## src/rtl/or1200_cypherdb_marker_detect_pkg.sv

```systemverilog
// ----------------------------------------------------------------------------
// or1200_cypherdb_marker_detect_pkg
//
// Shared definitions for the CypherDB marker detector and its helpers:
//   - FSM state encodings CDB_MD_IDLE / CDB_MD_ACTIVE
//   - the l.nop major opcode (bits [31:24])
//   - default l.nop immediates for region entry / exit markers
//   - isMarker(): compares only opcode [31:24] and immediate [15:0]
// ----------------------------------------------------------------------------
package or1200_cypherdb_marker_detect_pkg;

  typedef enum logic {
    CDB_MD_IDLE   = 1'b0,
    CDB_MD_ACTIVE = 1'b1
  } cdb_md_state_e;

  localparam logic [7:0]  CDB_LNOP_OPC    = 8'h15;
  localparam logic [15:0] CDB_START_K_DEF = 16'h00D0;
  localparam logic [15:0] CDB_END_K_DEF   = 16'h00D1;

  // Bits [23:16] of an l.nop are don't-care for marker matching.
  function automatic logic isMarker(input logic [31:0] insn, input logic [15:0] imm);
    return (insn[31:24] == CDB_LNOP_OPC) && (insn[15:0] == imm);
  endfunction

endpackage

```

## src/rtl/or1200_cypherdb_insn_cnt.sv

```systemverilog
// ----------------------------------------------------------------------------
// or1200_cypherdb_insn_cnt
//
// Saturating, synchronously clearable up-counter with a terminal-count flag.
// Used for the in-region instruction count and intended for SPR counters.
//
// Ports:
//   clk_i   in   clock
//   rst_i   in   asynchronous active-high reset (count -> 0)
//   clr_i   in   synchronous clear, has priority over inc_i
//   inc_i   in   increment request; ignored once the count is all-ones
//   cnt_o   out  current count
//   tc_o    out  terminal count: count is saturated at all-ones
// ----------------------------------------------------------------------------
module or1200_cypherdb_insn_cnt #(
  parameter int unsigned W = 16
) (
  input  logic         clk_i,
  input  logic         rst_i,
  input  logic         clr_i,
  input  logic         inc_i,
  output logic [W-1:0] cnt_o,
  output logic         tc_o
);

  logic [W-1:0] cnt_q, cnt_d;

  assign tc_o  = &cnt_q;
  assign cnt_o = cnt_q;

  always_comb begin
    cnt_d = cnt_q;
    if (clr_i) begin
      cnt_d = '0;
    end else if (inc_i && !tc_o) begin
      cnt_d = cnt_q + 1'b1;
    end
  end

  always_ff @(posedge clk_i or posedge rst_i) begin
    if (rst_i) begin
      cnt_q <= '0;
    end else begin
      cnt_q <= cnt_d;
    end
  end

endmodule

```

## src/rtl/or1200_cypherdb_marker_detect.sv

```systemverilog
// ----------------------------------------------------------------------------
// or1200_cypherdb_marker_detect
//
// Watches the EX-stage instruction stream for committed CypherDB marker
// l.nops and produces registered one-cycle start/end pulses for the secure
// window tracker. Counts non-marker instructions committed inside a region
// and reports protocol violations (end outside a region, nested start).
//
// Optional build macro: OR1200_CYPHERDB_MARKER_WATCHDOG_EN
//   When defined, a region is force-closed (end_pulse_o + marker_err_o) once
//   MAX_INSN instructions have committed inside it. The MAX_INSN parameter
//   exists only in that build.
//
// Ports:
//   clk_i         in   clock
//   rst_i         in   asynchronous active-high reset
//   ce_i          in   CypherDB enable; low forces idle, clears the counter
//   ex_insn_i     in   EX-stage instruction
//   ex_valid_i    in   EX instruction valid
//   ex_freeze_i   in   EX frozen, no commit this cycle
//   ex_flush_i    in   EX instruction killed
//   start_pulse_o out  one-cycle pulse on region entry
//   end_pulse_o   out  one-cycle pulse on region exit
//   in_region_o   out  region state shadow
//   region_len_o  out  instruction count of the last completed region
//   marker_err_o  out  one-cycle pulse on a protocol violation
// ----------------------------------------------------------------------------
module or1200_cypherdb_marker_detect
  import or1200_cypherdb_marker_detect_pkg::*;
#(
  parameter logic [15:0]      START_K  = CDB_START_K_DEF,
  parameter logic [15:0]      END_K    = CDB_END_K_DEF,
`ifdef OR1200_CYPHERDB_MARKER_WATCHDOG_EN
  parameter int unsigned      CNT_W    = 16,
  parameter logic [CNT_W-1:0] MAX_INSN = CNT_W'(16'hFFFF)
`else
  parameter int unsigned      CNT_W    = 16
`endif
) (
  input  logic             clk_i,
  input  logic             rst_i,
  input  logic             ce_i,
  input  logic [31:0]      ex_insn_i,
  input  logic             ex_valid_i,
  input  logic             ex_freeze_i,
  input  logic             ex_flush_i,
  output logic             start_pulse_o,
  output logic             end_pulse_o,
  output logic             in_region_o,
  output logic [CNT_W-1:0] region_len_o,
  output logic             marker_err_o
);

`ifdef OR1200_CYPHERDB_MARKER_WATCHDOG_EN
  // The watchdog fires on the commit that takes the count to MAX_INSN.
  localparam logic [CNT_W-1:0] WdPreLimit = MAX_INSN - 1'b1;
`endif

  cdb_md_state_e    state_q, state_d;
  logic             startPulse_q, startPulse_d;
  logic             endPulse_q, endPulse_d;
  logic             markerErr_q, markerErr_d;
  logic [CNT_W-1:0] regionLen_q, regionLen_d;

  logic             commit, isStart, isEnd;
  logic             cntClr, cntInc, cntTc;
  logic [CNT_W-1:0] cntValue;

  assign commit  = ex_valid_i & ~ex_freeze_i & ~ex_flush_i;
  assign isStart = isMarker(ex_insn_i, START_K);
  assign isEnd   = isMarker(ex_insn_i, END_K);

  or1200_cypherdb_insn_cnt #(
    .W(CNT_W)
  ) u_insn_cnt (
    .clk_i (clk_i),
    .rst_i (rst_i),
    .clr_i (cntClr),
    .inc_i (cntInc),
    .cnt_o (cntValue),
    .tc_o  (cntTc)
  );

  always_comb begin
    state_d      = state_q;
    startPulse_d = 1'b0;
    endPulse_d   = 1'b0;
    markerErr_d  = 1'b0;
    regionLen_d  = regionLen_q;
    cntClr       = 1'b0;
    cntInc       = 1'b0;

    // Disabling drops the region silently; region_len keeps the last result.
    if (!ce_i) begin
      state_d = CDB_MD_IDLE;
      cntClr  = 1'b1;
    end else if (commit) begin
      unique case (state_q)
        CDB_MD_IDLE: begin
          if (isStart) begin
            state_d      = CDB_MD_ACTIVE;
            startPulse_d = 1'b1;
            cntClr       = 1'b1;
          end else if (isEnd) begin
            markerErr_d = 1'b1;
          end
        end
        CDB_MD_ACTIVE: begin
          if (isEnd) begin
            state_d     = CDB_MD_IDLE;
            endPulse_d  = 1'b1;
            regionLen_d = cntValue;
          end else if (isStart) begin
            // Nested start: flag it, leave the count alone.
            markerErr_d = 1'b1;
          end else begin
            cntInc = ~cntTc;
`ifdef OR1200_CYPHERDB_MARKER_WATCHDOG_EN
            if (cntValue == WdPreLimit) begin
              state_d     = CDB_MD_IDLE;
              endPulse_d  = 1'b1;
              markerErr_d = 1'b1;
              regionLen_d = MAX_INSN;
            end
`endif
          end
        end
        default: state_d = CDB_MD_IDLE;
      endcase
    end
  end

  always_ff @(posedge clk_i or posedge rst_i) begin
    if (rst_i) begin
      state_q      <= CDB_MD_IDLE;
      startPulse_q <= 1'b0;
      endPulse_q   <= 1'b0;
      markerErr_q  <= 1'b0;
      regionLen_q  <= '0;
    end else begin
      state_q      <= state_d;
      startPulse_q <= startPulse_d;
      endPulse_q   <= endPulse_d;
      markerErr_q  <= markerErr_d;
      regionLen_q  <= regionLen_d;
    end
  end

  assign start_pulse_o = startPulse_q;
  assign end_pulse_o   = endPulse_q;
  assign marker_err_o  = markerErr_q;
  assign in_region_o   = (state_q == CDB_MD_ACTIVE);
  assign region_len_o  = regionLen_q;

endmodule

```

## config.mk

```make
export PLATFORM = sky130hd
export DESIGN_NAME = or1200_cypherdb_marker_detect
export DESIGN_NICKNAME = d
export VERILOG_FILES = /design/src/rtl/or1200_cypherdb_marker_detect_pkg.sv /design/src/rtl/or1200_cypherdb_insn_cnt.sv /design/src/rtl/or1200_cypherdb_marker_detect.sv
export SDC_FILE = /design/constraint.sdc
export NUM_CORES = 1
export LEC_CHECK = 0
export BUFFER_PORTS_ARGS = -buffer_cell sky130_fd_sc_hd__buf_4
export CAP_MARGIN = 20
export CORE_MARGIN = 1
export CORE_UTILIZATION = 45
export CTS_CLUSTER_SIZE = 10
export DETAILED_ROUTE_END_ITERATION = 12
export GPL_TIMING_DRIVEN = 0
export PLACE_DENSITY_LB_ADDON = 0.08
export REMOVE_ABC_BUFFERS = 1
export SYNTH_ARGS = -nofsm -noshare
export SYNTH_HDL_FRONTEND = slang
export SYNTH_SLANG_ARGS = --single-unit
```

## constraint.sdc

```tcl
create_clock -name clk_i -period 2 [get_ports clk_i]
set_input_delay 0.2 -clock clk_i [delete_from_list [all_inputs] [get_ports clk_i]]
set_output_delay 0.2 -clock clk_i [all_outputs]
set_load 0.1 [all_outputs]
```

### Yosys cells after proc, flatten, opt, wreduce, memory -nomap -nowiden

Index checks and enable logic that the tools add are counted.

| word-level totals | value |
|---|---|
| flip-flop bits (word level) | 36 |
| output and inout bits | 20 |
| bits of input ports | 38 |
| word-level logic and storage cells | 49 |

| cells by class | value |
|---|---|
| mux-type cells | 25 |
| bitwise gates (word level) | 6 |
| reduce and logical (&&, ||, !) cells | 7 |
| add/sub/neg operators | 1 |
| equality and inequality tests | 4 |

Operator list:

| kind | count |
|---|---|
| $eq 16x8->1 const B | 2 |
| $mux 16 | 2 |
| $mux 1 | 21 |
| $add 16x1->16 const B | 1 |
| $reduce_and 16->1 | 1 |
| $eq 8x5->1 const B | 1 |
| $not 1->1 | 4 |
| $pmux 1 s2 | 2 |
| $reduce_and 4->1 | 1 |
| $logic_and 1x1->1 | 3 |
| $and 1x1->1 | 2 |
| $ne 2x1->1 const B | 1 |
| $reduce_bool 2->1 | 1 |
| $logic_not 1->1 | 1 |

### Depth between registers and ports, before layout

Gate-level depths: netlist of run 1.

| depth | value |
|---|---|
| word-level depth | 10 |
| depth in mapped cells | 7 |
| depth with buffers taken out | 5 |

### Hierarchy

Synthesis of run 1 repeated with hierarchy kept, for this count alone.

| unflattened totals | value |
|---|---|
| cells, all modules | 160 |
| area, all modules | 1904.3 µm² |

Modules (own cells, without submodules):

| module | seq. area each (µm²) | area an instance (µm²) | instances | cells each |
|---|---|---|---|---|
| or1200_cypherdb_insn_cnt | 400.4 | 959.7 | 1 | 96 |
| or1200_cypherdb_marker_detect | 500.5 | 944.7 | 1 | 64 |

### Least setup slack after synthesis of run 1

OpenSTA, ideal clock, no wires.

| timing | value |
|---|---|
| path kind | reg2reg |
| from | reg state_q (netlist: in_region_o) |
| to | reg u_insn_cnt.cnt_q[2] (netlist: u_insn_cnt.cnt_o[2]) |
| arrival | 2.036 ns |
| setup slack | -0.175 ns |
| required time | 1.861 ns |
| stages on the path, launching flop included | 8 |
| path buffers | 2 |
| setup time | 0.139 ns |
| clock period less this slack | 2.175 ns |
| cell sequence | dfrtp_1 nand2_1 nor2_2 o21ai_1 buf_2 buf_2 o311ai_0 o31ai_1 |

| on the way | value |
|---|---|
| word-level cells in the longest chain between the ends | 5 |
| elaborated cells between the ends (all ways) | 9 |
| classes of those cells | mux: 7; reduce/logical: 2 |

RTL lines:

| element | RTL line | text |
|---|---|---|
| start: declaration | or1200_cypherdb_marker_detect.sv:59 | `cdb_md_state_e state_q, state_d;` |
| start signal: assignment | or1200_cypherdb_marker_detect.sv:141 | `state_q <= state_d;` |
| $mux 1 | or1200_cypherdb_marker_detect.sv:98 | `unique case (state_q)` |
| $mux 1 | or1200_cypherdb_marker_detect.sv:97 | `end else if (commit) begin` |
| $mux 1 | or1200_cypherdb_marker_detect.sv:94 | `if (!ce_i) begin` |
| $logic_and 1x1->1 | or1200_cypherdb_insn_cnt.sv:35 | `end else if (inc_i && !tc_o) begin` |
| $reduce_bool 2->1 (no source line) | -- |  |
| end signal: assignment | or1200_cypherdb_insn_cnt.sv:44 | `cnt_q <= cnt_d;` |
| end: declaration | or1200_cypherdb_insn_cnt.sv:26 | `logic [W-1:0] cnt_q, cnt_d;` |

Several ways; a longest one is shown, not always the timed one.
A chain may end at the register's enable or synchronous reset.

### Final worst setup path of run 1

| timing | value |
|---|---|
| from | reg state_q (netlist: in_region_o) |
| to | reg u_insn_cnt.cnt_q[11] (netlist: u_insn_cnt.cnt_o[11]) |

The elaborated chain is that of the path after synthesis.

==> results of run 1 <==
sequential cells by signal, summed over array words and instances (netlist names):
signal and count:
end_pulse_o 1, region_len_o 16, marker_err_o 1, in_region_o 1, u_insn_cnt.cnt_o 16, start_pulse_o 1
synthesized netlist by cell type (4+ instances only):
| cell type | instances |
|---|---|
| mux2_1 | 4 |
| or4_1 | 5 |
| mux2i_1 | 7 |
| a21oi_1 | 8 |
| nor2_1 | 6 |
| dfrtp_1 | 36 |
| o31ai_1 | 7 |
| buf_2 | 4 |
| nand2_1 | 14 |
| and3_1 | 5 |
| nand3_1 | 8 |
| nand4_1 | 4 |
| mux2_4 | 9 |
power groups by stage:
stage	sequential, mW	combinational (mW)	clock (mW)
2_1_floorplan	0.742	0.0287	0
3_3_place_gp	0.742	0.0857	0
3_5_place_dp	0.742	0.0957	0
4_1_cts	0.728	0.0960	0.489
5_1_grt	0.727	0.102	0.520
6_report	0.728	0.0941	0.476
logic make-up after synthesis:
logic type | after synthesis | synth area share (%)
DFF | 36 | 47.9
AOI/OAI and AO/OA | 24 | 9.12
adders and majority gates | 1 | 0.665
buffers and inverters | 10 | 3.53
muxes | 23 | 15.1
and+or+nand+nor | 64 | 23.2
xor gates and xnor gates | 1 | 0.466
path summary, 6_finish.rpt:
kind                                      start                   end  slack [ns]  cells after the start
worst max-delay path                in_region_o  u_insn_cnt.cnt_o[11]        0.12                      3
worst min-delay path                      rst_i   u_insn_cnt.cnt_o[5]        0.06                      2
worst max register to register      in_region_o  u_insn_cnt.cnt_o[11]        0.12                      3
worst min register to register  region_len_o[8]       region_len_o[8]        0.49                      1
max in group asynchronous                 rst_i          marker_err_o        1.39                      3
min in group clk_i                         ce_i           in_region_o        0.19                      2
per-stage QoR:
stage | cell area [um^2] | hold WS, ns | worst slack [ns] | TNS [ns]
global placement | 2260 | 0.464 | -0.507 | -10.89
floorplan | 1830 | 0.329 | -0.308 | -6.96
detailed placement | 2290 | 0.397 | -0.552 | -12.25
CTS | 2380 | 0.0880 | 0.0259 | 0
finish | 2410 | 0.0582 | 0.118 | 0
global route | 2410 | 0.119 | 0.00577 | 0
layout make-up:
cell class | count | area [um^2]
clock buffer | 6 | 72.6
clock inverter | 1 | 5.00
fill | 332 | 1590
inverter | 3 | 11.3
multi-input combinational | 113 | 933
sequential | 36 | 901
tap | 50 | 62.6
timing repair buffer | 52 | 427
critical path, delay by kind of cell, from the launching register on:
kind / cells / cell delay [ns]
flops: 1 / 0.45
simple gates: 1 / 0.34
compound gates: 2 / 0.93
metal layers:
metal  track usage, %  routed length [um]
met2             34.6                2020
met5                0                   0
met4             11.2                 102
met3             4.11                 152
met1             25.7                1760
what timing repair did:
| item | 4_1_cts | 5_1_grt |
|---|---|---|
| resized for setup | 3 | 3 |
| setup buffers | 0 | 1 |
| hold buffers | 0 | 0 |
| endpoints found under the hold margin | 0 | 0 |
| endpoints found under the setup margin | 28 | 28 |
==> summary.md, run 1 <==
| Metric | Value |
|---|---|
| Outcome | `finished clean` |
| Ant. Diodes | `0` |
| NetSw | `0.283 mW` |
| Vias in the first global route | `1438` |
| Yosys warnings | `0` |
| VDD IR max | `0.000373 V` |
| Std cell rows | `23` |
| Type of the most critical hold path | `input port to asynchronous set/reset pin` |
| Setup crit end kind | `flop` |
| CP startpoint kind | `flop` |
| Drt wl/cell | `15.5 um` |
| Overflow after GRT | `0` |
| Total power | `1.30 mW` |
| Dpl hpwl | `2870 um` |
| Post-synthesis register bit count | `36` |
| Fmax | `0.531 GHz` |
| Slew headroom | `40.7%` |
| TritonCTS clock tree | `done` |
| Most common cell after layout, fill and taps aside | `buf_4` |
| H-tree Lvls | `2` |
| Crit Path Category | `flop to flop` |
| Clk slew on worst S/H paths | `0.06 ns` |
| Crit-path max cell delay | `0.84 ns` |
| Cells after Synth | `159` |
| RSZ-0062 raised after global routing | `false` |
| Logic pwr share | `7.2%` |
| Leak Pwr | `1.13 nW` |
| IO Pins | `58` |
| Post-synth EDFFs | `0` |
| Drc violations | `0` |
| Final hold vios | `0` |
| Clock skew | `0.00236 ns` |
| Die area | `4440 um^2` |
| # clock sinks | `36` |
| Tmin final | `1.88 ns` |
| Final wirelength | `4040 um` |
| Core ar. | `4000 um^2` |
| Pins over their slew limit | `0` |
| Slowest cell on crit path | `o41ai_2` |
| CP max FO | `8` |
| Mapped cell area | `1880 um^2` |
| Final setup viols | `0` |
| Drt initial violations | `85` |
| Worst-Margin Slew | `0.881 ns` |
| Async SR Flop Fraction | `100%` |
| Sw Ratio | `21.8%` |
| Seq pwr share | `56.1%` |
| DRT antenna net count | `0` |
| Synth top area share | `47.9%` |
| CP Cell Sequence | `or2_2 > o41ai_2 > a21oi_1` |
| CTS max path bufs | `2` |
| Initial Utilization | `47.0%` |
| Worst Path Arrival | `2.01 ns` |
| GPL Wtd Cong | `0.832` |
| Clock Power Share | `36.7%` |
| PwrDens | `538 nW/um^2` |
| Sequential area share after synthesis | `47.9%` |
| Distinct cells, synth | `46` |
| Layout Utilization | `60.3%` |
| Synth-to-Final Area Change | `28.3%` |
| IO buf count | `49` |
| CTS buffer count | `5` |
| Clk_lat worst skew | `0.29 ns` |
| Required time of the critical path | `2.13 ns` |
| Die Ht | `66.6 um` |
| Crit share post-route | `94.1%` |
| Final-stage net count | `250` |
| Fraction of layout cells with a size suffix above 1 | `39.3%` |
| Tot GR Track Use | `21.0%` |
| Largest net degree at the start of global routing | `20` |
| Initial antenna violation count | `0` |
| Int Pwr | `1.02 mW` |
| Top cells by area, synth | `dfrtp_1, mux2_4, mux2i_1, nand2_1, o31ai_1` |
| Die width | `66.6 um` |
| Top cell type by total area after synthesis | `dfrtp_1` |
| Most frequent cells in the layout | `buf_4, dfrtp_1, nand2_1` |
| Placed insts | `253` |
| Max Cap Viol | `0` |
| Drt pass-1 iters | `4` |
| Vias/cell | `5.53` |
| Via Count | `1444` |
| Fin cells | `261` |
| First-pass GRT wire length | `6760 um` |
| Ys flop type | `dfrtp_1` |
| Clock Tree Root | `clkbuf_8` |
| Average size of a mapped cell | `11.8 um^2` |
No activity file was read; power rests on OpenSTA's default activity.
==> run 2: changes to the inputs <==
BUFFER_PORTS_ARGS = -buffer_cell sky130_fd_sc_hd__buf_2   (was -buffer_cell sky130_fd_sc_hd__buf_4)
CORE_MARGIN = unset   (was 1)
==> summary.md, run 2 (synthesis results as in run 1) <==
| Metric | Value |
|---|---|
| Outcome | `finished clean (unchanged)` |
| Leak Pwr | `1.11 nW (was 1.13 nW)` |
| CTS buffer count | `5 (unchanged)` |
| Final Cell Area | `2310 um^2 (was 2410 um^2)` |
| Crit share post-route | `92.8% (was 94.1%)` |
| Final wirelength | `3860 um (was 4040 um)` |
| Clock skew | `0.00209 ns (was 0.00236 ns)` |
| Setup slack, reg-to-reg | `0.14 ns (was 0.12 ns)` |
| Final-stage net count | `249 (was 250)` |
| Drt wl/cell | `14.8 um (was 15.5 um)` |
| CP max FO | `19 (was 8)` |
| Vias in the first global route | `1386 (was 1438)` |
| Total power | `1.42 mW (was 1.30 mW)` |
| Reg-to-Reg Start | `u_insn_cnt.cnt_o[0] (was in_region_o)` |
| Crit-path max cell delay | `0.46 ns (was 0.84 ns)` |
| Drc violations | `0 (unchanged)` |
| IO Pins | `58 (unchanged)` |
| Most frequent cells in the layout | `buf_2, dfrtp_1, nand2_1 (was buf_4, dfrtp_1, nand2_1)` |
| Initial antenna violation count | `0 (unchanged)` |
| Bufs and invs on worst path | `1 (was 0)` |
| Clk_lat worst skew | `0.28 ns (was 0.29 ns)` |
| Required time of the critical path | `2.21 ns (was 2.13 ns)` |
| Overflow after GRT | `0 (unchanged)` |
| Fraction of layout cells with a size suffix above 1 | `39.8% (was 39.3%)` |
| Tmin final | `1.86 ns (was 1.88 ns)` |
| Pins over their slew limit | `0 (unchanged)` |
| Dpl hpwl | `2780 um (was 2870 um)` |
| CTS max path bufs | `2 (unchanged)` |
| Ant. Diodes | `0 (unchanged)` |
| Critical R2R Capture | `u_insn_cnt.cnt_o[5] (was u_insn_cnt.cnt_o[11])` |
| Max Cap Viol | `0 (unchanged)` |
| VDD IR max | `0.000334 V (was 0.000373 V)` |
| Tot GR Track Use | `19.6% (was 21.0%)` |
| Worst-Margin Slew | `0.859 ns (was 0.881 ns)` |
| DRT antenna net count | `0 (unchanged)` |
| Most common cell after layout, fill and taps aside | `buf_2 (was buf_4)` |
| First-pass GRT wire length | `6380 um (was 6760 um)` |
| Clk slew on worst S/H paths | `0.07 ns (was 0.06 ns)` |
| H-tree Lvls | `2 (unchanged)` |
| PwrDens | `615 nW/um^2 (was 538 nW/um^2)` |
| Vias/cell | `5.62 (was 5.53)` |
| # clock sinks | `36 (unchanged)` |
| DP Area | `2160 um^2 (was 2290 um^2)` |
| Largest net degree at the start of global routing | `21 (was 20)` |
| Initial Utilization | `47.0% (unchanged)` |
| Die width | `66.6 um (unchanged)` |
| TritonCTS clock tree | `done (unchanged)` |
| IO buf count | `49 (unchanged)` |
| Worst Path Arrival | `2.06 ns (was 2.01 ns)` |
| Via Count | `1466 (was 1444)` |
| Clock Tree Root | `clkbuf_8 (unchanged)` |
| Top delay family on crit path | `simple AND/OR/NAND/NOR gates (was compound AO/OA/AOI/OAI gates)` |
| FF-to-FF path depth | `6 (was 3)` |
| Final hold vios | `0 (unchanged)` |
| Drt initial violations | `54 (was 85)` |
| GPL Wtd Cong | `0.837 (was 0.832)` |
| Final setup viols | `0 (unchanged)` |
| Std cell rows | `23 (unchanged)` |
| RSZ-0062 raised after global routing | `false (unchanged)` |
| Die Ht | `66.6 um (unchanged)` |
| Slew headroom | `42.1% (was 40.7%)` |
| Core ar. | `4000 um^2 (unchanged)` |
| Synth-to-Final Area Change | `22.9% (was 28.3%)` |
| Crit Path Category | `flop to flop (unchanged)` |
| CP Cell Sequence | `ha_1 > nand3_1 > nor2b_4 > buf_12 > or4_1 > a21oi_1 (was or2_2 > o41ai_2 > a21oi_1)` |
| Slowest cell on crit path | `or4_1 (was o41ai_2)` |
| Type of the most critical hold path | `input port to asynchronous set/reset pin (unchanged)` |
| Drt pass-1 iters | `4 (unchanged)` |
| Setup crit end kind | `flop (unchanged)` |
| Die area | `4440 um^2 (unchanged)` |
| Fmax | `0.539 GHz (was 0.531 GHz)` |
| Hold buffers post-CTS | `0 (unchanged)` |
| CP startpoint kind | `flop (unchanged)` |
==> run 2: what timing repair did <==
action | in CTS | in global routing
resized for setup | 4 | 3
buffers inserted | 0 | 1
setup endpoints to repair | 28 | 28
pin swaps | 0 | 0
==> run 2: cell type report <==
type / count / area, um^2
timing repair buffer: 51 / 293
fill: 346 / 1690
multi-input combinational: 113 / 936
inverter: 3 / 11.3
clock inverter: 2 / 35.0
clock buffer: 6 / 72.6
tap: 50 / 62.6
sequential: 36 / 901
==> run 2: worst max-delay path by stage <==
stage	startpoint	to	slack, ns	cells after the start
6_report	u_insn_cnt.cnt_o[0]	u_insn_cnt.cnt_o[5]	0.14	6
5_1_grt	in_region_o	u_insn_cnt.cnt_o[5]	0.01	3
2_1_floorplan	in_region_o	u_insn_cnt.cnt_o[13]	-0.31	5
3_5_place_dp	ex_insn_i[30]	region_len_o[6]	-0.52	6
4_1_cts	ex_insn_i[30]	region_len_o[6]	0.05	6
3_3_place_gp	ex_insn_i[30]	region_len_o[11]	-0.49	6
==> run 2: per-layer routing <==
metal / up-vias / share of wire [%] / wire (um) / track usage [%]
met5: - / 0 / 0 / 0
met4: 0 / 1.5 / 59 / 6.65
met3: 8 / 5.3 / 204 / 6.68
met2: 42 / 50 / 1950 / 32.1
met1: 715 / 43 / 1650 / 23.8
li1: 701 / - / - / -
==> run 2: where the power goes <==
group	leakage [nW]	internal, mW	switching, mW
Sequential	0.503	0.728	0.000000000941
Combinational	0.554	0.0355	0.0410
Clock	0.0552	0.370	0.248
Total	1.11	1.13	0.289
==> run 2: metrics by stage <==
stage | worst slack [ns] | utilization (%) | instances | hold WS [ns] | TNS (ns)
3_3_place_gp | -0.490 | 53.3 | 251 | 0.468 | -10.71
2_1_floorplan | -0.308 | - | 152 | 0.329 | -6.96
6_report | 0.145 | 57.8 | 261 | 0.0219 | 0
4_1_cts | 0.0461 | 57.0 | 260 | 0.0485 | 0
3_5_place_dp | -0.521 | 54.0 | 252 | 0.363 | -11.49
5_1_grt | 0.0114 | 57.8 | 261 | 0.0704 | 0
==> run 3: changes to the inputs <==
ABC_AREA = 1   (was unset)
==> summary.md, run 3 <==
| Metric | Value |
|---|---|
| CTS max path bufs | `2 (unchanged)` |
| CP max FO | `9 (was 19)` |
| Synth top cells by count | `nand2_1, inv_1, nor2_1 (was dfrtp_1, nand2_1, mux2_4)` |
| Dpl hpwl | `3550 um (was 2780 um)` |
| Initial antenna violation count | `0 (unchanged)` |
| TritonCTS clock tree | `done (unchanged)` |
| Ant. Diodes | `0 (unchanged)` |
| VDD IR max | `0.000279 V (was 0.000334 V)` |
| Final hold slack | `0.0420 ns (was 0.0219 ns)` |
| Most frequent cells in the layout | `nand2_1, buf_2, nor2_1 (was buf_2, dfrtp_1, nand2_1)` |
| FF-to-FF path depth | `11 (was 6)` |
| Fmax | `0.538 GHz (was 0.539 GHz)` |
| Synth top area share | `39.5% (was 47.9%)` |
| First-pass GRT wire length | `8320 um (was 6380 um)` |
| Required time of the critical path | `2.22 ns (was 2.21 ns)` |
| Distinct cells, synth | `26 (was 46)` |
| Pre-CTS WS | `-0.0885 ns (was -0.521 ns)` |
| Drt pass-1 iters | `4 (unchanged)` |
| Final setup viols | `0 (unchanged)` |
| Most common cell after layout, fill and taps aside | `nand2_1 (was buf_2)` |
| Vias/cell | `4.79 (was 5.62)` |
| Setup crit end kind | `flop (unchanged)` |
| Top cell type by total area after synthesis | `dfrtp_1 (unchanged)` |
| Tmin final | `1.86 ns (about the same)` |
| Tot GR Track Use | `20.3% (was 19.6%)` |
| Clock skew | `0.00861 ns (was 0.00209 ns)` |
| PwrDens | `492 nW/um^2 (was 615 nW/um^2)` |
| Crit-path max cell delay | `0.45 ns (was 0.46 ns)` |
| Type of the most critical hold path | `input port to asynchronous set/reset pin (unchanged)` |
| Overflow after GRT | `0 (unchanged)` |
| # clock sinks | `36 (unchanged)` |
| Async SR Flop Fraction | `100% (unchanged)` |
| Core ar. | `4790 um^2 (was 4000 um^2)` |
| Fraction of layout cells with a size suffix above 1 | `24.1% (was 39.8%)` |
| Final wirelength | `4830 um (was 3860 um)` |
| Die width | `73.2 um (was 66.6 um)` |
| Post-synth EDFFs | `0 (unchanged)` |
| Final Cell Area | `2660 um^2 (was 2310 um^2)` |
| Ys flop type | `dfrtp_1 (unchanged)` |
| Drc violations | `0 (unchanged)` |
| Top cells by area, synth | `dfrtp_1, nand2_1, nand4_1, inv_1, nor2_1 (was dfrtp_1, mux2_4, mux2i_1, nand2_1, o31ai_1)` |
| Crit share post-route | `93.0% (was 92.8%)` |
| IO Pins | `58 (unchanged)` |
| Yosys warnings | `0 (unchanged)` |
| Drt initial violations | `115 (was 54)` |
| Clk slew on worst S/H paths | `0.07 ns (about the same)` |
| Layout Utilization | `55.6% (was 57.8%)` |
| Worst Setup Slack, final | `0.141 ns (was 0.145 ns)` |
| CTS buffer count | `5 (unchanged)` |
| Mapped cell area | `2280 um^2 (was 1880 um^2)` |
| Final hold vios | `0 (unchanged)` |
| Clock Tree Root | `clkbuf_8 (unchanged)` |
| Max Cap Viol | `0 (unchanged)` |
| Pins over their slew limit | `0 (unchanged)` |
| Final-stage net count | `409 (was 249)` |
| Vias in the first global route | `1867 (was 1386)` |
| Worst Path Arrival | `2.08 ns (was 2.06 ns)` |
| CP startpoint kind | `flop (unchanged)` |
| Largest net degree at the start of global routing | `37 (was 21)` |
| Drt wl/cell | `11.0 um (was 14.8 um)` |
| Initial Utilization | `47.7% (was 47.0%)` |
| Post-synthesis register bit count | `36 (unchanged)` |
| Worst-Margin Slew | `0.867 ns (was 0.859 ns)` |
| Leak Pwr | `1.37 nW (was 1.11 nW)` |
| Slowest cell on crit path | `dfrtp_1 (was or4_1)` |
| Outcome | `finished clean (unchanged)` |
| H-tree Lvls | `2 (unchanged)` |
| Most frequent cell after synthesis | `nand2_1 (was dfrtp_1)` |
| Sum Neg Setup Slack | `0 ns (unchanged)` |
| Via Count | `2094 (was 1466)` |
| Cells after Synth | `321 (was 159)` |
| Die area | `5360 um^2 (was 4440 um^2)` |
| GPL Wtd Cong | `0.822 (was 0.837)` |
| Top delay family on crit path | `simple AND/OR/NAND/NOR gates (unchanged)` |
| Average size of a mapped cell | `7.11 um^2 (was 11.8 um^2)` |
| Metal1 wirelength | `2290 um (was 1650 um)` |
| Fin cells | `437 (was 261)` |
| Crit Path Category | `flop to flop (unchanged)` |
| Met3 WL | `195 um (was 204 um)` |
| Met2 WL | `2280 um (was 1950 um)` |
| DR top layer | `met4 (unchanged)` |
| Bufs and invs on worst path | `3 (was 1)` |
| DRT antenna net count | `0 (unchanged)` |
| CP Cell Sequence | `ha_1 > nand3_1 > inv_1 > nand2_1 > nor2_2 > nor2_4 > buf_12 > nand3_1 > nand2_1 > inv_1 > nor2_1 (was ha_1 > nand3_1 > nor2b_4 > buf_12 > or4_1 > a21oi_1)` |
| Clk_lat worst skew | `0.29 ns (was 0.28 ns)` |
| Total power | `1.31 mW (was 1.42 mW)` |
| Synth-to-Final Area Change | `16.5% (was 22.9%)` |
| Std cell rows | `25 (was 23)` |
| DP Area | `2540 um^2 (was 2160 um^2)` |
| Sequential area share after synthesis | `39.5% (was 47.9%)` |
| Placed insts | `428 (was 252)` |
| Stages on worst setup path | `11 (was 6)` |
| Die Ht | `73.2 um (was 66.6 um)` |
| Slew headroom | `41.8% (was 42.1%)` |
| IO buf count | `49 (unchanged)` |
==> run 3: metal layers <==
layer | track usage, % | vias to the layer above
met4 | 7.19 | 0
met1 | 25.9 | 918
li1 | - | 1118
met3 | 4.28 | 6
met2 | 33.7 | 52
met5 | 0 | -
==> run 3: area by class of cell <==
class                           count  area (um^2)
Fill cell                         472         2130
Sequential cell                    36          901
Tap cell                           67         83.8
Clock inverter                      1         5.00
Timing Repair Buffer               51          273
Multi-Input combinational cell    228         1140
Inverter                           48          180
Clock buffer                        6         72.6
==> run 3: report_power, final <==
part           internal [mW]  leakage [nW]  switching (mW)
logic                 0.0333         0.829          0.0568
clock network          0.237        0.0410           0.253
registers              0.728         0.503   0.00000000113
total                  0.998          1.37           0.310
==> run 3: kinds of logic after synthesis <==
logic type | share of synthesized area [%]
AND/OR/NAND/NOR | 42.8
buffers and inverters | 10.9
flip-flops | 39.5
AO/OA/AOI/OAI | 5.21
XOR/XNOR | 1.15
adder cells (fa/ha/maj) | 0.548
==> run 3: repair_timing <==
action	4_1_cts	5_1_grt
endpoints found under the setup margin	11	11
pin swaps	0	1
cloned	0	0
hold buffers	0	0
hold endpoints to repair	0	0
resized for setup	1	1
buffers inserted	0	2
==> run 3: worst paths after layout <==
kind | start | endpoint | slack (ns)
setup / recovery | u_insn_cnt.cnt_o[0] | u_insn_cnt.cnt_o[4] | 0.14
hold / removal | rst_i | region_len_o[12] | 0.04
setup reg to reg | u_insn_cnt.cnt_o[0] | u_insn_cnt.cnt_o[4] | 0.14
hold reg to reg | region_len_o[1] | region_len_o[1] | 0.47
max in group asynchronous | rst_i | region_len_o[7] | 1.47
min in group clk_i | ex_freeze_i | start_pulse_o | 0.23
==> run 3: worst reg2reg max path: cells and delay by family, from the launching register on <==
kind,cells,cell delay (ns)
simple gates,7,0.81
fa+ha+maj,1,0.29
buf+inv,3,0.26
flops,1,0.45
